`src/rtl/breakout_pkg.sv`:
```
// rtl/breakout_pkg.sv - shared Breakout screen/brick geometry, game FSM encoding and helpers
package breakout_pkg;

    localparam int SCREEN_W   = 640;
    localparam int SCREEN_H   = 480;
    localparam int TOP_Y      = 32;
    localparam int LAVA_Y     = 448;
    localparam int BLK_W_LG2  = 6;
    localparam int BLK_H_LG2  = 4;
    localparam int BRICK_COLS = 8;
    localparam int BRICK_ROWS = 4;
    localparam int DESCENT_TK = 600;

    typedef enum logic [1:0] {
        ST_IDLE = 2'd0,
        ST_PLAY = 2'd1,
        ST_OVER = 2'd2
    } state_t;

    function automatic logic [6:0] popcount(input logic [63:0] v);
        logic [6:0] n;
        n = '0;
        for (int i = 0; i < 64; i++) begin
            n = n + 7'(v[i]);
        end
        return n;
    endfunction

endpackage

```
`src/rtl/cell_locator.sv`:
```
// rtl/cell_locator.sv - maps a screen point and wall offset to brick row/col; shared with the renderer
module cell_locator #(
    parameter int COLS      = breakout_pkg::BRICK_COLS,
    parameter int ROWS      = breakout_pkg::BRICK_ROWS,
    parameter int BLK_W_LG2 = breakout_pkg::BLK_W_LG2,
    parameter int BLK_H_LG2 = breakout_pkg::BLK_H_LG2,
    parameter int TOP_Y     = breakout_pkg::TOP_Y,
    parameter int ROW_W     = (ROWS > 1) ? $clog2(ROWS) : 1,
    parameter int COL_W     = (COLS > 1) ? $clog2(COLS) : 1
) (
    input  logic [9:0]       i_x,
    input  logic [9:0]       i_y,
    input  logic [9:0]       i_off,
    output logic [ROW_W-1:0] o_row,
    output logic [COL_W-1:0] o_col,
    output logic             o_in_field
);
    import breakout_pkg::*;

    // One extra bit beyond the 11-bit signed range keeps the sign exact for every y/off pair.
    logic [11:0] w_dy;

    assign w_dy       = {2'b00, i_y} - 12'(TOP_Y) - {2'b00, i_off};
    assign o_row      = ROW_W'(w_dy[10:0] >> BLK_H_LG2);
    assign o_col      = COL_W'(i_x >> BLK_W_LG2);
    assign o_in_field = !w_dy[11]
                        && (w_dy[10:0] < 11'(ROWS << BLK_H_LG2))
                        && (i_x < 10'(COLS << BLK_W_LG2));

endmodule

```
`src/rtl/brick_field.sv`:
```
// rtl/brick_field.sv - Breakout brick wall: occupancy bitmap, periodic descent, ball hits, lava endgame
module brick_field #(
    parameter int COLS       = breakout_pkg::BRICK_COLS,
    parameter int ROWS       = breakout_pkg::BRICK_ROWS,
    parameter int BLK_W_LG2  = breakout_pkg::BLK_W_LG2,
    parameter int BLK_H_LG2  = breakout_pkg::BLK_H_LG2,
    parameter int TOP_Y      = breakout_pkg::TOP_Y,
    parameter int LAVA_Y     = breakout_pkg::LAVA_Y,
    parameter int DESCENT_TK = breakout_pkg::DESCENT_TK
) (
    input  logic                 clock,
    input  logic                 reset,
    input  logic                 start,
    input  logic                 frame_tick,
    input  logic                 ball_valid,
    input  logic [9:0]           ball_x,
    input  logic [9:0]           ball_y,
    output logic                 hit_block,
    output logic                 bounce_y,
    output logic                 endgame_block,
    output logic [ROWS*COLS-1:0] bricks,
    output logic [9:0]           field_off,
    output logic [5:0]           bricks_left
);
    import breakout_pkg::*;

    localparam int N        = ROWS * COLS;
    localparam int ROW_W    = (ROWS > 1) ? $clog2(ROWS) : 1;
    localparam int COL_W    = (COLS > 1) ? $clog2(COLS) : 1;
    localparam int IDX_W    = (N > 1) ? $clog2(N) : 1;
    localparam int CNT_W    = (DESCENT_TK > 1) ? $clog2(DESCENT_TK) : 1;
    localparam int STEP     = 1 << BLK_H_LG2;

    state_t           r_state;
    logic [N-1:0]     r_bricks;
    logic [9:0]       r_off;
    logic [CNT_W-1:0] r_cnt;
    logic             r_cap_valid;
    logic [9:0]       r_cap_x;
    logic [9:0]       r_cap_y;
    logic [9:0]       r_cap_off;
    logic             r_hit;
    logic             r_endgame;

    logic [ROW_W-1:0] w_row;
    logic [COL_W-1:0] w_col;
    logic             w_in_field;
    logic [IDX_W-1:0] w_idx;
    logic [N-1:0]     w_mask;
    logic             w_hit;
    logic [5:0]       w_left;
    logic [9:0]       w_off_next;
    logic             w_any;
    logic [ROW_W-1:0] w_lowest;
    logic [10:0]      w_bottom;
    logic             w_lava;

    cell_locator #(
        .COLS      (COLS),
        .ROWS      (ROWS),
        .BLK_W_LG2 (BLK_W_LG2),
        .BLK_H_LG2 (BLK_H_LG2),
        .TOP_Y     (TOP_Y),
        .ROW_W     (ROW_W),
        .COL_W     (COL_W)
    ) u_locator (
        .i_x        (r_cap_x),
        .i_y        (r_cap_y),
        .i_off      (r_cap_off),
        .o_row      (w_row),
        .o_col      (w_col),
        .o_in_field (w_in_field)
    );

    assign w_idx  = IDX_W'(w_row) * IDX_W'(COLS) + IDX_W'(w_col);
    assign w_mask = N'(1) << w_idx;
    assign w_hit  = r_cap_valid && w_in_field && r_bricks[w_idx] && (r_state == ST_PLAY);
    assign w_left = 6'(popcount(64'(r_bricks)));

    assign w_off_next = (r_off > 10'(1023 - STEP)) ? 10'd1023 : r_off + 10'(STEP);

    always_comb begin
        w_any    = 1'b0;
        w_lowest = '0;
        for (int r = 0; r < ROWS; r++) begin
            if (|r_bricks[r*COLS +: COLS]) begin
                w_any    = 1'b1;
                w_lowest = ROW_W'(r);
            end
        end
    end

    // Bottom edge of the lowest populated row; 11 bits so a saturated offset cannot wrap.
    assign w_bottom = 11'(TOP_Y) + {1'b0, r_off} + ((11'(w_lowest) + 11'd1) << BLK_H_LG2);
    assign w_lava   = w_any && (w_bottom >= 11'(LAVA_Y));

    always_ff @(posedge clock) begin
        if (reset) begin
            r_state     <= ST_IDLE;
            r_bricks    <= '0;
            r_off       <= '0;
            r_cnt       <= '0;
            r_cap_valid <= 1'b0;
            r_cap_x     <= '0;
            r_cap_y     <= '0;
            r_cap_off   <= '0;
            r_hit       <= 1'b0;
            r_endgame   <= 1'b0;
        end else begin
            r_hit       <= 1'b0;
            r_cap_valid <= 1'b0;
            case (r_state)
                ST_IDLE: begin
                    if (start) begin
                        r_bricks <= '1;
                        r_off    <= '0;
                        r_cnt    <= '0;
                        r_state  <= ST_PLAY;
                    end
                end
                ST_PLAY: begin
                    // A sample arriving while the previous one hits is dropped so pulses never abut.
                    if (ball_valid && !w_hit) begin
                        r_cap_valid <= 1'b1;
                        r_cap_x     <= ball_x;
                        r_cap_y     <= ball_y;
                        r_cap_off   <= r_off;
                    end
                    if (w_hit) begin
                        r_bricks <= r_bricks & ~w_mask;
                        r_hit    <= 1'b1;
                    end
                    if (frame_tick) begin
                        if (r_cnt == CNT_W'(DESCENT_TK - 1)) begin
                            r_cnt <= '0;
                            r_off <= w_off_next;
                        end else begin
                            r_cnt <= r_cnt + 1'b1;
                        end
                    end
                    if (w_left == 6'd0) begin
                        r_bricks <= '1;
                        r_off    <= '0;
                        r_cnt    <= '0;
                    end else if (w_lava) begin
                        r_state   <= ST_OVER;
                        r_endgame <= 1'b1;
                    end
                end
                ST_OVER: begin
                    if (start) begin
                        r_bricks  <= '1;
                        r_off     <= '0;
                        r_cnt     <= '0;
                        r_endgame <= 1'b0;
                        r_state   <= ST_PLAY;
                    end
                end
                default: r_state <= ST_IDLE;
            endcase
        end
    end

    assign hit_block     = r_hit;
    assign bounce_y      = r_hit;
    assign endgame_block = r_endgame;
    assign bricks        = r_bricks;
    assign field_off     = r_off;
    assign bricks_left   = w_left;

endmodule
```
`config.mk`:
```
export PLATFORM = sky130hd
export DESIGN_NAME = brick_field
export DESIGN_NICKNAME = d
export VERILOG_FILES = /design/src/rtl/breakout_pkg.sv /design/src/rtl/cell_locator.sv /design/src/rtl/brick_field.sv
export SDC_FILE = /design/constraint.sdc
export NUM_CORES = 1
export LEC_CHECK = 0
export CORE_MARGIN = 2
export CORE_UTILIZATION = 57
export CTS_BUF_LIST = sky130_fd_sc_hd__clkbuf_8
export DETAILED_ROUTE_END_ITERATION = 8
export GPL_TIMING_DRIVEN = 0
export MAX_ROUTING_LAYER = met4
export PLACE_DENSITY = 0.83
export REMOVE_ABC_BUFFERS = 1
export SLEW_MARGIN = 20
export SYNTH_ARGS = -nofsm -noshare
export SYNTH_HDL_FRONTEND = slang
export SYNTH_SLANG_ARGS = --single-unit
```
`constraint.sdc`:
```
create_clock -name clock -period 8.1 [get_ports clock]
set_input_delay 1.62 -clock clock [delete_from_list [all_inputs] [get_ports clock]]
set_output_delay 1.62 -clock clock [all_outputs]
set_load 0.03 [all_outputs]
```
Word level (Yosys, flattened, before mapping):

Cells that the tools add are included.

* register bits: 87
* logic and storage cells: 126
* output and inout port bits: 51

* magnitude comparators: 5
* add/subtract/negate cells: 39
* reductions and logical operators: 25
* shifts and indexed selects: 1
* equality and inequality tests: 10
* multiplexer cells: 33
* bitwise operators: 3

Operators by type and width (number)
* $add 6x1->6: 26
* $mux 32: 3
* $mux 10: 8
* $pmux 32 s2: 1
* $pmux 10 s2: 2
* $and 32x32->32: 1
* $not 32->32: 1
* $reduce_or 8->1: 4
* $shl 1x5->32 const A: 1
* $sub 12x10->12: 1
* $add 11x7->11: 1
* $add 6x10->11 const A: 1
* $ge 11x9->1 const B: 1
* $lt 11x7->1 const B: 1
* $mux 1: 11
* $sub 10x6->11 const B: 1
* $add 10x1->10 const B: 1
* $add 10x5->10 const B: 1
* $eq 10x10->1 const B: 1
* $gt 10x10->1 const B: 1
* $lt 10x10->1 const B: 1
* $mux 2: 5
* $reduce_and 3->1: 3
* $reduce_and 4->1: 2
* other kinds (25): 37

Logic depth before layout (Yosys ltp):

* depth in word-level cells: 34
* depth in mapped cells: 21
* mapped depth without buffers: 20

Cells and area by module:

From an unflattened synthesis, not the netlist that was laid out.

* cell total of the unflattened synthesis: 571
* area, all modules: 5300.1 um^2

By module, submodules not included
* brick_field: cells each 508, seq. area each 1621.6 um^2, times used 1, area an instance 4860.9 um^2
* cell_locator: cells each 63, seq. area each 0.0 um^2, times used 1, area an instance 439.2 um^2

Least setup slack after synthesis:

Ideal clock, no wire load.

* path type: register to output
* start: reg r_bricks[0] (netlist: bricks[0])
* end: out bricks_left[4]
* setup slack: 1521 ps
* data arrival time: 4959 ps
* stages on the path, launching flop included: 14
* cells stage by stage: dfxtp_1 -> inv_1 -> fa_1 -> fa_1 -> fa_1 -> fa_1 -> fa_1 -> fa_1 -> inv_1 -> ha_1 -> fa_1 -> a21o_1 -> a21oi_1 -> xnor2_1

* longest elaborated chain between the ends: 31

Ends and longest elaborated chain
* start: declaration: line brick_field.sv:35 `logic [N-1:0] r_bricks;`
* start signal: assignment: line brick_field.sv:130 `r_bricks <= r_bricks & ~w_mask;`
* $add 1x1->2: line breakout_pkg.sv:24 `n = n + 7'(v[i]);`
* $add 2x1->3: line breakout_pkg.sv:24
* $add 3x1->4: line breakout_pkg.sv:24
* $add 4x1->5: line breakout_pkg.sv:24
* $add 5x1->6: line breakout_pkg.sv:24
* $add 6x1->6 (26 in series): line breakout_pkg.sv:24
* end: declaration: line brick_field.sv:23 `output logic [5:0] bricks_left`

Every way passes these cells.

Worst setup path in the final report:

Ends and elaborated chain as after synthesis.

==> reports/results.txt <==
The cell type contributing the most total cell area after synthesis was sky130_fd_sc_hd__dfxtp_1. The starting density of the core is 0.583. The deepest level of the CTS H-tree is 3. The start-to-end type of the worst setup path was reg2out.

The floorplan step defined a core boundary enclosing 9150 sq um. For this design, the sink count on the clock tree is 75. The number of hold buffers added after cts was 0; the number of buffers added by the clock tree synthesis step was 9. The number of setup violations in the final report came out at 0. The path class of the tightest hold or removal check is reg2reg. The run gives 13,000 um as the routed wire length. The fraction of registers with async set or reset after synthesis is 0. The die boundary height was 101 um; the first-iteration detailed-routing DRC count was 299. The post-detailed-route DRC marker count was 0; the detail-routed net length per standard cell was 17.4 um. The tools report the required time reported for the critical path endpoint as 6.48 ns.

Setup total negative slack on the finished layout was measured at 0 ns. Most numerous cell in the Yosys netlist: sky130_fd_sc_hd__dfxtp_1. The number of global-route vias before repair is 4,420, and the final worst clock skew is 0.0114 ns. The first global-routing pass estimated 21,400 um of wire. During synthesis, Yosys emitted a total of 0 warnings.

The share of synthesized area occupied by flip-flops and latches is 0.281. In this run, synthesis produced a sequential element count of 75. The area share of the largest cell type after synthesis was 0.281; the boundary pin count was 76. TritonCTS built the clock tree.

Cell at the root of the clock tree: sky130_fd_sc_hd__clkbuf_8. Setup repair after global routing left no endpoint under its margin. The run finished with clean final reports.

In this run the tool buffered the top-level ports with 69 buffer cells. The count of nets left with antenna violations once routing finished came out at 0. The placed wire-length estimate after detailed placement came out at 9510 um. For the remaining global-route overflow, the log shows 0.

The post-route fraction of the period consumed by the critical path works out to 0.947. The final net count came out at 709. The predominant post-synthesis flop cell was sky130_fd_sc_hd__dfxtp_1. The logs give 47 for the maximum number of pins on one net before global-route repair and 0 for the reported max-cap violation count. The run gives 130 MHz as the maximum clock frequency. Data on the critical path arrives at its endpoint at 6.05 ns. The worst slew margin relative to its limit was 0.423; the weighted congestion reported at the end of routability-driven placement was 0.907. The logs give 0 for the final hold violation count and 0 for the post-cts sizing count. For this run, the detailed router's first-pass iteration total came to 5. The element type at the critical path start is a flip-flop.

Count of flip-flops with a built-in enable after synthesis: 0. The final-report max-slew violation count was 0. The number of unique standard cell types used by synthesis came out at 75. For the pin with the worst max-slew slack, the measured transition is 0.859 ns. The number of antenna diodes in the final layout is 0.

The clock passes through at most 2 buffers. After clock tree synthesis, the clock-pin slew on the worst setup and hold paths is 0.08 ns. The number of filler cells placed in the layout was 706; the die extent in x was 101 um. The detailed router placed 4,524 vias in this run.

Summing every instance area after synthesis gives 5340 sq um. The number of antenna violations at the first check in global routing is 0. After layout, the minimum clock period comes to 7.67 ns. The synthesized instance count came out at 580. The tools report the standard-cell row count as 35.

In the post-synthesis netlist, the biggest area contributors are sky130_fd_sc_hd__dfxtp_1 (28%), sky130_fd_sc_hd__fa_1 (9.4%), sky130_fd_sc_hd__ha_1 (6.6%). The run gives 0.36 ns as the insertion delay of the later-clocked pin in the worst-skew pair. Buffers added to address setup during post-CTS repair amount to 0. The routed via count divided by cell count is 6.06, and the average instance area after synthesis is 9.21 sq um. STA classifies the critical path endpoint as a primary output. The commonest cells after synthesis are sky130_fd_sc_hd__dfxtp_1 (75), sky130_fd_sc_hd__inv_1 (67), sky130_fd_sc_hd__nor2_1 (38). The layout cell share with drive strength beyond 1 was 0.0692; the die area was 10,200 sq um.

The largest fanout on the critical path was 5; the area growth from synthesis to final layout was 16.7%. Total routing usage reported by global routing: 0.275.
[worst paths after layout]
kind | startpoint | to | slack (ns) | depth (start not counted)
worst min-delay path | r_cap_y[1] | r_cap_y[1] | 0.49 | 2
worst max register to register | bricks[0] | r_cnt[4] | 1.62 | 18
worst max-delay path | bricks[0] | bricks_left[4] | 0.43 | 15
worst min register to register | r_cap_y[1] | r_cap_y[1] | 0.49 | 2
[cells by family (layout without fill, tap and decap cells)]
family,Yosys count,in the layout,synth area share
and+or+nand+nor,171,171,0.188
muxes,34,34,0.0836
xor gates and xnor gates,13,13,0.0213
AOI/OAI and AO/OA,134,134,0.181
DFF,75,75,0.281
buffers and inverters,99,155,0.0839
adders and majority gates,54,54,0.161
[flip-flops by register name, indices dropped and copies added, names as in the netlist]
signal,cells
bounce_y,1
bricks,32
endgame_block,1
field_off,7
r_cap_off,7
r_cap_valid,1
r_cap_x,4
r_cap_y,10
r_cnt,10
r_state,2
[cell type report]
type | instances | area (sq um) | share of cell area
Sequential cell | 75 | 1500 | 0.241
Timing Repair Buffer | 72 | 732 | 0.117
Clock inverter | 7 | 68.8 | 0.0110
Tap cell | 111 | 139 | 0.0223
Multi-Input combinational cell | 406 | 3410 | 0.548
Clock buffer | 9 | 124 | 0.0199
Inverter | 67 | 251 | 0.0404
[critical path, stage by stage (launching register included)]
cell                              delay, ns
sky130_fd_sc_hd__dfxtp_1               0.43
sky130_fd_sc_hd__inv_1                 0.11
sky130_fd_sc_hd__fa_1                  0.52
sky130_fd_sc_hd__fa_1                  0.40
sky130_fd_sc_hd__inv_1                 0.09
sky130_fd_sc_hd__fa_1                  0.44
sky130_fd_sc_hd__fa_1                  0.51
sky130_fd_sc_hd__fa_1                  0.57
sky130_fd_sc_hd__inv_1                 0.06
sky130_fd_sc_hd__fa_1                  0.55
sky130_fd_sc_hd__inv_1                 0.08
sky130_fd_sc_hd__fa_1                  0.46
sky130_fd_sc_hd__a21o_1                0.19
sky130_fd_sc_hd__a21oi_1               0.17
sky130_fd_sc_hd__xnor2_1               0.32
sky130_fd_sc_hd__clkdlybuf4s50_1       0.79
[placed cells by master (no fill, tap or decap), types with 5 or more instances in the layout]
cell,netlist,final
sky130_fd_sc_hd__dfxtp_1,75,75
sky130_fd_sc_hd__clkdlybuf4s50_1,0,68
sky130_fd_sc_hd__inv_1,67,67
sky130_fd_sc_hd__nor2_1,38,36
sky130_fd_sc_hd__o21bai_1,33,33
sky130_fd_sc_hd__a31oi_1,29,29
sky130_fd_sc_hd__ha_1,28,28
sky130_fd_sc_hd__mux2i_1,26,26
sky130_fd_sc_hd__fa_1,25,25
sky130_fd_sc_hd__nand2b_1,23,23
sky130_fd_sc_hd__or2b_1,22,22
sky130_fd_sc_hd__a21oi_1,16,16
sky130_fd_sc_hd__nand2_1,13,13
sky130_fd_sc_hd__nor3_1,9,9
sky130_fd_sc_hd__nand3_1,9,9
sky130_fd_sc_hd__clkbuf_8,0,9
sky130_fd_sc_hd__xor2_1,8,8
sky130_fd_sc_hd__o21ai_0,8,8
sky130_fd_sc_hd__or3_1,8,8
sky130_fd_sc_hd__nor4_1,6,6
sky130_fd_sc_hd__a21o_1,6,6
sky130_fd_sc_hd__mux4_2,6,6
sky130_fd_sc_hd__a211oi_1,6,6
sky130_fd_sc_hd__or4_1,5,5
sky130_fd_sc_hd__xnor2_1,5,5
sky130_fd_sc_hd__nor2b_1,6,5
sky130_fd_sc_hd__nand4_1,5,5
sky130_fd_sc_hd__a41oi_1,5,5
[metrics by stage]
stage / hold WS (ns) / cells / util / worst slack, ns / area (sq um)
after floorplan: 0.451 / 548 / - / 0.838 / 5140
after global placement: 0.465 / 728 / 0.653 / 0.135 / 5970
after detailed placement: 0.481 / 731 / 0.659 / 0.853 / 6040
after CTS: 0.494 / 747 / 0.681 / 0.433 / 6230
after global routing: 0.525 / 747 / 0.681 / 0.233 / 6230
final: 0.490 / 747 / 0.681 / 0.432 / 6230
[routing by layer]
metal | share of wire | GRT usage
met4 | 0.026 | 0.102
met1 | 0.44 | 0.351
met3 | 0.046 | 0.0583
met5 | 0 | -
met2 | 0.49 | 0.430
Power is not shown: default switching activity piles up to over one toggle a cycle in this logic, so the estimate is an artifact.
